**src/rtl/spi_regbank_pkg.sv**
```systemverilog
// Shared constants and types for the SPI register bank slice.
// Used by spi_regbank and spi_sync_bit.
package spi_regbank_pkg;

  localparam int SPI_ADDR_W = 4;
  localparam int SPI_DATA_W = 8;
  localparam int SPI_NREGS  = 16;

  localparam logic [SPI_ADDR_W-1:0] FAULT_ADDR = 4'd15;

  typedef enum logic [1:0] {
    IDLE   = 2'd0,
    ACTIVE = 2'd1,
    COMMIT = 2'd2
  } state_e;

endpackage

```
**src/rtl/spi_sync_bit.sv**
```systemverilog
// Single-bit synchronizer, STAGES flops deep, cleared by synchronous reset.
module spi_sync_bit
  import spi_regbank_pkg::*;
#(
  parameter int STAGES = 2
) (
  input  logic clk,
  input  logic reset,
  input  logic din,
  output logic dout
);

  logic [STAGES-1:0] sync_q;
  logic [STAGES-1:0] sync_d;

  always_comb begin
    sync_d = {sync_q[STAGES-2:0], din};
  end

  always_ff @(posedge clk) begin
    if (reset) begin
      sync_q <= '0;
    end else begin
      sync_q <= sync_d;
    end
  end

  assign dout = sync_q[STAGES-1];

endmodule

```
**src/rtl/spi_regbank.sv**
```systemverilog
// System-clock register bank behind the 16-bit SPI slave: commits writes, serves read data, issues strobes.
// Optional sticky fault register at address 15 enabled by SPI_REGBANK_FAULTLATCH_EN.
module spi_regbank
  import spi_regbank_pkg::*;
#(
  parameter int NCTRL       = 12,
  parameter int SYNC_STAGES = 2
) (
  input  logic                                     clk,
  input  logic                                     reset,
  input  logic                                     spien,
  input  logic                                     wrt,
  input  logic                                     rdt,
  input  logic [SPI_ADDR_W-1:0]                    addr,
  input  logic [SPI_DATA_W-1:0]                    wrtdata,
  output logic [SPI_DATA_W-1:0]                    rddata,
  input  logic [(SPI_NREGS-NCTRL)*SPI_DATA_W-1:0]  statusin,
  input  logic [SPI_DATA_W-1:0]                    faultin,
  output logic [NCTRL*SPI_DATA_W-1:0]              ctrlregs,
  output logic                                     wrstb,
  output logic [SPI_ADDR_W-1:0]                    wraddr,
  output logic                                     rdstb,
  output logic [SPI_ADDR_W-1:0]                    rdaddr
);

  localparam int NSTAT = SPI_NREGS - NCTRL;
  localparam logic [SPI_ADDR_W-1:0] NCTRL_A = SPI_ADDR_W'(NCTRL);

  logic spien_s;
  logic wrt_s;
  logic rdt_s;

  spi_sync_bit #(.STAGES(SYNC_STAGES)) u_sync_spien (
    .clk   (clk),
    .reset (reset),
    .din   (spien),
    .dout  (spien_s)
  );

  spi_sync_bit #(.STAGES(SYNC_STAGES)) u_sync_wrt (
    .clk   (clk),
    .reset (reset),
    .din   (wrt),
    .dout  (wrt_s)
  );

  spi_sync_bit #(.STAGES(SYNC_STAGES)) u_sync_rdt (
    .clk   (clk),
    .reset (reset),
    .din   (rdt),
    .dout  (rdt_s)
  );

  logic                   spien_prev_q, spien_prev_d;
  logic [SYNC_STAGES-1:0] warm_q, warm_d;
  state_e                 state_q, state_d;
  logic                   wrseen_q, wrseen_d;
  logic                   rdseen_q, rdseen_d;
  logic [SPI_DATA_W-1:0]  ctrl_q [NCTRL];
  logic [SPI_DATA_W-1:0]  ctrl_d [NCTRL];
  logic                   wrstb_q, wrstb_d;
  logic [SPI_ADDR_W-1:0]  wraddr_q, wraddr_d;
  logic                   rdstb_q, rdstb_d;
  logic [SPI_ADDR_W-1:0]  rdaddr_q, rdaddr_d;
  logic [SPI_ADDR_W-1:0]  addr_p1_q, addr_p1_d;
  logic [SPI_ADDR_W-1:0]  addr_p2_q, addr_p2_d;
  logic [SPI_DATA_W-1:0]  rddata_q, rddata_d;
  logic                   spien_rise;
  logic                   spien_fall;
  logic                   commit;

  // The synchronizers restart from 0 after reset; until they have refilled, hold the previous
  // value at 1 so an spien that stayed high through reset is not mistaken for a new start.
  always_comb begin
    warm_d       = {warm_q[SYNC_STAGES-2:0], 1'b1};
    spien_prev_d = warm_q[SYNC_STAGES-1] ? spien_s : 1'b1;
    spien_rise   = spien_s & ~spien_prev_q;
    spien_fall   = ~spien_s & spien_prev_q;
  end

  always_comb begin
    state_d  = state_q;
    wrseen_d = wrseen_q;
    rdseen_d = rdseen_q;
    commit   = 1'b0;
    case (state_q)
      IDLE: begin
        if (spien_rise) begin
          state_d  = ACTIVE;
          wrseen_d = 1'b0;
          rdseen_d = 1'b0;
        end
      end
      ACTIVE: begin
        wrseen_d = wrseen_q | wrt_s;
        rdseen_d = rdseen_q | rdt_s;
        if (spien_fall) begin
          state_d = COMMIT;
        end
      end
      COMMIT: begin
        commit  = 1'b1;
        state_d = IDLE;
      end
      default: begin
        state_d = IDLE;
      end
    endcase
  end

  // addr and wrtdata are sampled only here, while spiclk is idle and the slave holds them.
  always_comb begin
    ctrl_d   = ctrl_q;
    wrstb_d  = 1'b0;
    wraddr_d = wraddr_q;
    rdstb_d  = 1'b0;
    rdaddr_d = rdaddr_q;
    if (commit && wrseen_q && (addr < NCTRL_A)) begin
      for (int n = 0; n < NCTRL; n++) begin
        if (addr == SPI_ADDR_W'(n)) begin
          ctrl_d[n] = wrtdata;
        end
      end
      wrstb_d  = 1'b1;
      wraddr_d = addr;
    end
    if (commit && rdseen_q) begin
      rdstb_d  = 1'b1;
      rdaddr_d = addr;
    end
  end

`ifdef SPI_REGBANK_FAULTLATCH_EN
  logic [SPI_DATA_W-1:0] fault_q, fault_d;

  always_comb begin
    fault_d = fault_q;
    if (commit && rdseen_q && (addr == FAULT_ADDR)) begin
      fault_d = '0;
    end
    fault_d = fault_d | faultin;
  end

  always_ff @(posedge clk) begin
    if (reset) begin
      fault_q <= '0;
    end else begin
      fault_q <= fault_d;
    end
  end
`else
  logic fault_unused;
  assign fault_unused = ^faultin;
`endif

  always_comb begin
    addr_p1_d = addr;
    addr_p2_d = addr_p1_q;
    rddata_d  = '0;
    for (int n = 0; n < NCTRL; n++) begin
      if (addr_p2_q == SPI_ADDR_W'(n)) begin
        rddata_d = ctrl_q[n];
      end
    end
    for (int k = 0; k < NSTAT; k++) begin
      if (addr_p2_q == SPI_ADDR_W'(NCTRL + k)) begin
        rddata_d = statusin[k*SPI_DATA_W +: SPI_DATA_W];
      end
    end
`ifdef SPI_REGBANK_FAULTLATCH_EN
    if (addr_p2_q == FAULT_ADDR) begin
      rddata_d = fault_q;
    end
`endif
  end

  always_ff @(posedge clk) begin
    if (reset) begin
      spien_prev_q <= 1'b1;
      warm_q       <= '0;
      state_q      <= IDLE;
      wrseen_q     <= 1'b0;
      rdseen_q     <= 1'b0;
      for (int n = 0; n < NCTRL; n++) begin
        ctrl_q[n] <= '0;
      end
      wrstb_q      <= 1'b0;
      wraddr_q     <= '0;
      rdstb_q      <= 1'b0;
      rdaddr_q     <= '0;
      addr_p1_q    <= '0;
      addr_p2_q    <= '0;
      rddata_q     <= '0;
    end else begin
      spien_prev_q <= spien_prev_d;
      warm_q       <= warm_d;
      state_q      <= state_d;
      wrseen_q     <= wrseen_d;
      rdseen_q     <= rdseen_d;
      ctrl_q       <= ctrl_d;
      wrstb_q      <= wrstb_d;
      wraddr_q     <= wraddr_d;
      rdstb_q      <= rdstb_d;
      rdaddr_q     <= rdaddr_d;
      addr_p1_q    <= addr_p1_d;
      addr_p2_q    <= addr_p2_d;
      rddata_q     <= rddata_d;
    end
  end

  always_comb begin
    ctrlregs = '0;
    for (int n = 0; n < NCTRL; n++) begin
      ctrlregs[n*SPI_DATA_W +: SPI_DATA_W] = ctrl_q[n];
    end
  end

  assign rddata = rddata_q;
  assign wrstb  = wrstb_q;
  assign wraddr = wraddr_q;
  assign rdstb  = rdstb_q;
  assign rdaddr = rdaddr_q;

endmodule
```
**config.mk**
```make
export PLATFORM = sky130hd
export DESIGN_NAME = spi_regbank
export DESIGN_NICKNAME = d
export VERILOG_FILES = /design/src/rtl/spi_regbank_pkg.sv /design/src/rtl/spi_sync_bit.sv /design/src/rtl/spi_regbank.sv
export SDC_FILE = /design/constraint.sdc
export NUM_CORES = 1
export LEC_CHECK = 0
export ABC_AREA = 1
export ABC_CLOCK_PERIOD_IN_PS = 1700
export CAP_MARGIN = 20
export CORE_ASPECT_RATIO = 0.7
export CORE_UTILIZATION = 30
export CTS_CLUSTER_DIAMETER = 30
export DETAILED_ROUTE_END_ITERATION = 8
export SYNTH_ARGS = -nofsm -noshare
export SYNTH_HDL_FRONTEND = slang
export SYNTH_SLANG_ARGS = --single-unit
export TNS_END_PERCENT = 50
```
**constraint.sdc**
```tcl
create_clock -name clk -period 1.7 [get_ports clk]
set_input_delay 0.17 -clock clk [delete_from_list [all_inputs] [get_ports clk]]
set_output_delay 0.17 -clock clk [all_outputs]
set_load 0.02 [all_outputs]
```
## Word level (Yosys, flattened, before mapping)

Cells that the tools add are included.

| cells by class | value |
|---|---|
| order comparisons | 1 |
| eq/ne operators | 30 |
| muxes and demuxes | 26 |
| bitwise gates (word level) | 7 |
| reductions and logical operators | 22 |

Operators with widths:

| cell | count |
|---|---|
| 2-to-1 mux 8 bit | 16 |
| equality test 4 bit, second input constant | 12 |
| equality test 4 x 3 -> 1 bit, second input constant | 8 |
| AND reduction 2 bit | 14 |
| equality test 4 x 2 -> 1 bit, second input constant | 4 |
| equality test 4 x 1 -> 1 bit, second input constant | 2 |
| zero test 4 bit | 2 |
| 2-to-1 mux 1 bit | 5 |
| < comparator 4 bit, second input constant | 1 |
| 2-to-1 mux 2 bit | 2 |
| != test 2 bit, second input constant | 2 |
| one-hot mux 1 bit (2 select lines) | 2 |
| one-hot mux 2 bit (2 select lines) | 1 |
| logical AND 1 bit | 3 |
| inverter 1 bit | 3 |
| bitwise AND 1 bit | 2 |
| equality test 2 x 1 -> 1 bit, second input constant | 1 |
| equality test 2 bit, second input constant | 1 |
| zero test 2 bit | 1 |
| bitwise OR 1 bit | 2 |
| nonzero test 2 bit | 1 |
| OR reduction 2 bit | 1 |

| storage, ports and cells | value |
|---|---|
| register bits after elaboration | 135 |
| bits of input ports | 57 |
| logic and storage cells | 114 |

## Depth between registers and ports, before layout

Gate-level depths: netlist (run 1).

| logic depth | value |
|---|---|
| depth in word-level cells | 17 |
| gate-level depth with buffers | 15 |
| depth with buffers taken out | 15 |

## Modules after synthesis

A second synthesis (run 1) with hierarchy kept.

| second synthesis, totals | value |
|---|---|
| cells, all modules | 821 |
| area total of the unflattened synthesis | 5691.7 um^2 |

By module, submodules not included:

| module | instances | cells each | area an instance (um^2) | sequential area each (um^2) |
|---|---|---|---|---|
| spi_regbank | 1 | 803 | 5526.6 | 2582.5 |
| spi_sync_bit | 3 | 6 | 55.1 | 40.0 |

## Worst setup path after synthesis (run 1)

No wires, ideal clock.

| timing | value |
|---|---|
| path kind | reg2reg |
| from | register addr_p2_q[0] |
| to | register rddata_q[0], in the netlist rddata[0] |
| arrival time | 1352 ps |
| setup slack | 239 ps |
| stages on the path, launching flop included | 16 |
| path through | dfxtp_1 -> inv_2 -> nand2_4 -> nor2_4 -> nand2_2 -> nand2_1 -> nor2_1 -> nand3_1 -> nand2_1 -> nand3_1 -> nor2_1 -> nand3_1 -> nand2_1 -> nand4_1 -> nand2_1 -> inv_1 |

| on the way | value |
|---|---|
| word-level cells in the longest chain between the ends | 17 |
| elaborated cells between the ends (all ways) | 32 |
| classes of those cells | eq/ne: 15; mux: 16; reduce/logical: 1 |

Ends and longest elaborated chain:

| item | line | text |
|---|---|---|
| from (decl) | spi_regbank.sv:66 | `logic [SPI_ADDR_W-1:0] addr_p2_q, addr_p2_d;` |
| from (signal assigned) | spi_regbank.sv:206 | `addr_p2_q <= addr_p2_d;` |
| zero test 4 bit | spi_regbank.sv:161 | `if (addr_p2_q == SPI_ADDR_W'(n)) begin` |
| 2-to-1 mux 8 bit (12 in series) | spi_regbank.sv:161 |  |
| 2-to-1 mux 8 bit (3 in series) | spi_regbank.sv:166 | `if (addr_p2_q == SPI_ADDR_W'(NCTRL + k)) begin` |
| 2-to-1 mux 8 bit * | spi_regbank.sv:166 |  |
| to (signal assigned) | spi_regbank.sv:207 | `rddata_q <= rddata_d;` |
| to (decl) | spi_regbank.sv:67 | `logic [SPI_DATA_W-1:0] rddata_q, rddata_d;` |

Mark *: on every way between the ends. The rest lies on a longest branch, timed or not.
A chain may end at the register's enable or synchronous reset.

## Worst setup path after layout (run 1)

| timing | value |
|---|---|
| from | register addr_p2_q[1] |
| to | register rddata_q[0], in the netlist rddata[0] |

Same word-level chain as after synthesis.

==> results of run 1 <==
## worst register-to-register path: stages, from the launching register on
cell	delay (ps)
dfxtp_4	370
buf_6	120
nand2_4	80
nor2_4	60
buf_6	110
inv_4	60
nor2_2	40
nor2_1	140
nand3_1	100
nand2_1	80
nand3_1	60
nor2_1	120
nand3_1	140
nand2_1	100
nand4_1	80
nand2_1	80
inv_1	30
## cells by family after synthesis
logic type	Yosys count	share of synthesized area, %
buffers and inverters	115	7.69
AOI/OAI and AO/OA	156	13.9
and+or+nand+nor	402	30.6
DFF	135	47.8
## cell type report
type	count	area, sq um	share of cell area [%]
clock buffer	19	453	5.09
clock inverter	12	141	1.59
inverter	89	342	3.84
multi-input combinational	558	2620	29.5
sequential	135	2720	30.5
tap	236	295	3.32
timing repair buffer	246	2330	26.2
## flip-flops by register name, indices dropped and copies added, names as in the netlist
name	flops
wrstb	1
rddata	8
u_sync_rdt.sync_q	2
rdaddr	4
warm_q	2
rdseen_q	1
rdstb	1
u_sync_spien.sync_q	2
u_sync_wrt.sync_q	2
state_q	2
ctrlregs	96
wrseen_q	1
addr_p2_q	4
spien_prev_q	1
addr_p1_q	4
wraddr	4
## cell usage after synthesis
| library cell | number | area (sq um) |
|---|---|---|
| and3_1 | 1 | 6.26 |
| nand3_2 | 2 | 20.0 |
| o21ai_0 | 105 | 526 |
| buf_2 | 2 | 10.0 |
| inv_2 | 9 | 33.8 |
| nor2_1 | 226 | 848 |
| nand2_4 | 3 | 33.8 |
| nand2_2 | 4 | 25.0 |
| dfxtp_1 | 135 | 2700 |
| a211oi_1 | 2 | 15.0 |
| clkinv_1 | 1 | 3.75 |
| nor2_2 | 5 | 31.3 |
| inv_1 | 79 | 297 |
| clkbuf_1 | 23 | 86.3 |
| nand4_1 | 24 | 150 |
| nand2_1 | 110 | 413 |
| or2_0 | 1 | 6.26 |
| nand3_1 | 13 | 65.1 |
| nor3_1 | 3 | 15.0 |
| nor2_4 | 10 | 113 |
| a21oi_1 | 49 | 245 |
| buf_1 | 1 | 3.75 |
## timing repair
action	in CTS	in global routing
setup endpoints to repair	12	32
resized for setup	23	41
cloned	0	0
pin swaps	12	29
buffers inserted	1	3
## power groups by stage
stage                     sequential [mW]  clock, mW  combinational [mW]
after floorplan                      3.26          0               0.154
after global placement               3.26          0               0.420
after detailed placement             3.26          0               0.417
after CTS                            3.19       3.78               0.427
after global routing                 3.19       3.95               0.477
final                                3.19       3.76               0.444
## metrics by stage
stage               power [mW]  instance area, sq um  worst slack, ps  util, %
finish                    7.40                  8890             -169     48.8
global route              7.62                  8890             -300     48.8
CTS                       7.40                  8760             -122     48.1
detailed placement        3.68                  8100             -263     44.5
global placement          3.68                  8100             -220     44.5
floorplan                 3.42                  5650              239        -
## layer usage
metal  up-vias  GRT usage [%]  wire length (microns)
met5         -              0                      0
li1       3056              -                      -
met2       268           31.5                   8510
met3        35           5.41                   1840
met1      2792           32.2                  10600
met4         0           7.41                    464
## worst min-delay path by stage
stage	from	to	slack, ps	depth (start not counted)
3_5_place_dp	warm_q[1]	spien_prev_q	360	1
2_1_floorplan	rdt	u_sync_rdt.sync_q[0]	280	2
6_report	rdt	u_sync_rdt.sync_q[0]	280	3
3_3_place_gp	warm_q[1]	spien_prev_q	350	1
4_1_cts	rdt	u_sync_rdt.sync_q[0]	280	3
5_1_grt	spien	u_sync_spien.sync_q[0]	290	3
==> run_results.csv, run 1 <==
group,metric,value,unit
clock_network,cts.clk_slew.worst_paths,60,ps
cells_and_area,antenna_cells,0,
timing,whs,283,ps
grt,antenna_found_initial,0,
worst_setup_path,crit_chain,"buf_6 > nand2_4 > nor2_4 > buf_6 > inv_4 > nor2_2 > nor2_1 > nand3_1 > nand2_1 > nand3_1 > nor2_1 > nand3_1 > nand2_1 > nand4_1 > nand2_1 > inv_1",
pwr,internal-power,5.64,mW
synth,syn-num-nets,865,
worst_setup_path,critPathArrivalTime,2190,ps
timing,finalWorstSetupSlack,-169,ps
route,drtIter0Drc,537,
worst_hold_path,hold_class,"in -> reg",
outcome,violations,"DRC, setup timing",
place,hpwl,15700,microns
worst_setup_path,worst-setup-path-type,"reg -> reg",
timing,maxSlewViolCount,0,
clock_network,cts_buffer_depth,2,
floorplanning,die_area,19400,sq um
route,vias,6151,
floorplanning,die_h,117,microns
pwr,pwr-share-seq,43.1,%
synth,ys_warn_count,0,
grt,grt_pass1_wl,32300,microns
worst_setup_path,cp_top_family,"simple AND/OR/NAND/NOR gates",
worst_setup_path,startpoint,"addr_p2_q[1]",
clock_network,cts.sinks,135,
cells_and_area,drive_above_1_share,17.0,%
worst_setup_path,cp-endpoint,"rddata[0]",
clock_network,cts_root_buf,"clkbuf_16",
worst_setup_path,critical_path_buf_inv_count,4,
cells_and_area,final_cell_mix,"nor2_1, clkdlybuf4s50_1, dfxtp_1, nand2_1, o21ai_0",
pwr,p_switching,1.75,mW
synth,synth_seq_cells,135,
clock_network,tritoncts,"done",
worst_setup_path,start_kind,"register",
cells_and_area,layout_commonest_cell,"nor2_1",
grt,grt-ovfl-total,0,
floorplanning,dieWidth,166,microns
grt,grt_max_degree,62,
timing,worst_pin_slew,599,ps
worst_setup_path,cp-end-kind,"register",
grt,grt_pass1_vias,5761,
timing,post-route-min-period,1870,ps
grt,grtUsageTotal,22.1,%
pwr,power_switching_share,23.7,%
pwr,combPwrFrac,6.0,%
route,drt-total-wl,21400,microns
route,via_per_inst,4.75,
timing,setup_tns,-571,ps
timing,fin_skew,9.57,ps
synth,synth-seq-area-share,47.8,%
route,ant_nets,0,
worst_setup_path,r2r_setup_slack,-170,ps
outcome,status,"complete, but fails checks",
floorplanning,start_util,31.0,%
clock_network,htreeDepth,4,
route,remaining_drc_errors,9,
worst_setup_path,slowest_stage,"dfxtp_4",
cells_and_area,nFillCells,1774,
floorplanning,io-pin-count,171,
run,maxCapViolCount,0,
timing,setup_viol,6,
pwr,leakagePower,3.76,nW
cells_and_area,nets,1104,
worst_setup_path,r2r_cells,16,
place,io_buffers,162,
synth,syn_inst,808,
clock_network,cts_inserted_buffers,17,
worst_setup_path,reg2reg_to,"rddata[0]",
timing,rsz0062_at_grt,"true",
worst_setup_path,path_depth,16,
floorplanning,num_rows,41,
timing,hold_viol,0,
cells_and_area,syn2layout_area_growth,57.4,%
cells_and_area,finalNonFillerCells,1295,
pwr,pwr-share-clk,50.8,%
route,drt-pass1-iter-count,9,
synth,yosysUniqueCellTypes,22,
timing,slew_headroom,59.9,%
worst_setup_path,cp_slowest_stage_delay,370,ps
timing,fmax,0.535,GHz
timing,fin_crit_sh,110,%
route,routedWlPerCell,16.6,microns
synth,netlist_area,5650,sq um
clock_network,clk_latency,420,ps
clock_network,cts_hold_buf,0,
worst_setup_path,critPathRequiredTime,2020,ps
pwr,ir_worst_vdd,0.660,mV
place,gp_congestion,0.888,
synth,avgSynthCellArea,6.99,sq um
pwr,power.density,832,nW/um^2
worst_setup_path,critPathMaxFanout,6,
place,placed_cells,1260,
floorplanning,design.core.area,18200,sq um
worst_setup_path,rr_startpoint,"addr_p2_q[1]",
Power figures use the tool's default switching activity.
==> inputs of run 2 (changes only) <==
Settings changed: CAP_MARGIN 20 to 0, HOLD_SLACK_MARGIN set to 0.03.
==> results of run 2 <==
No change in the layout: final DEF, timing and power equal those of run 1.
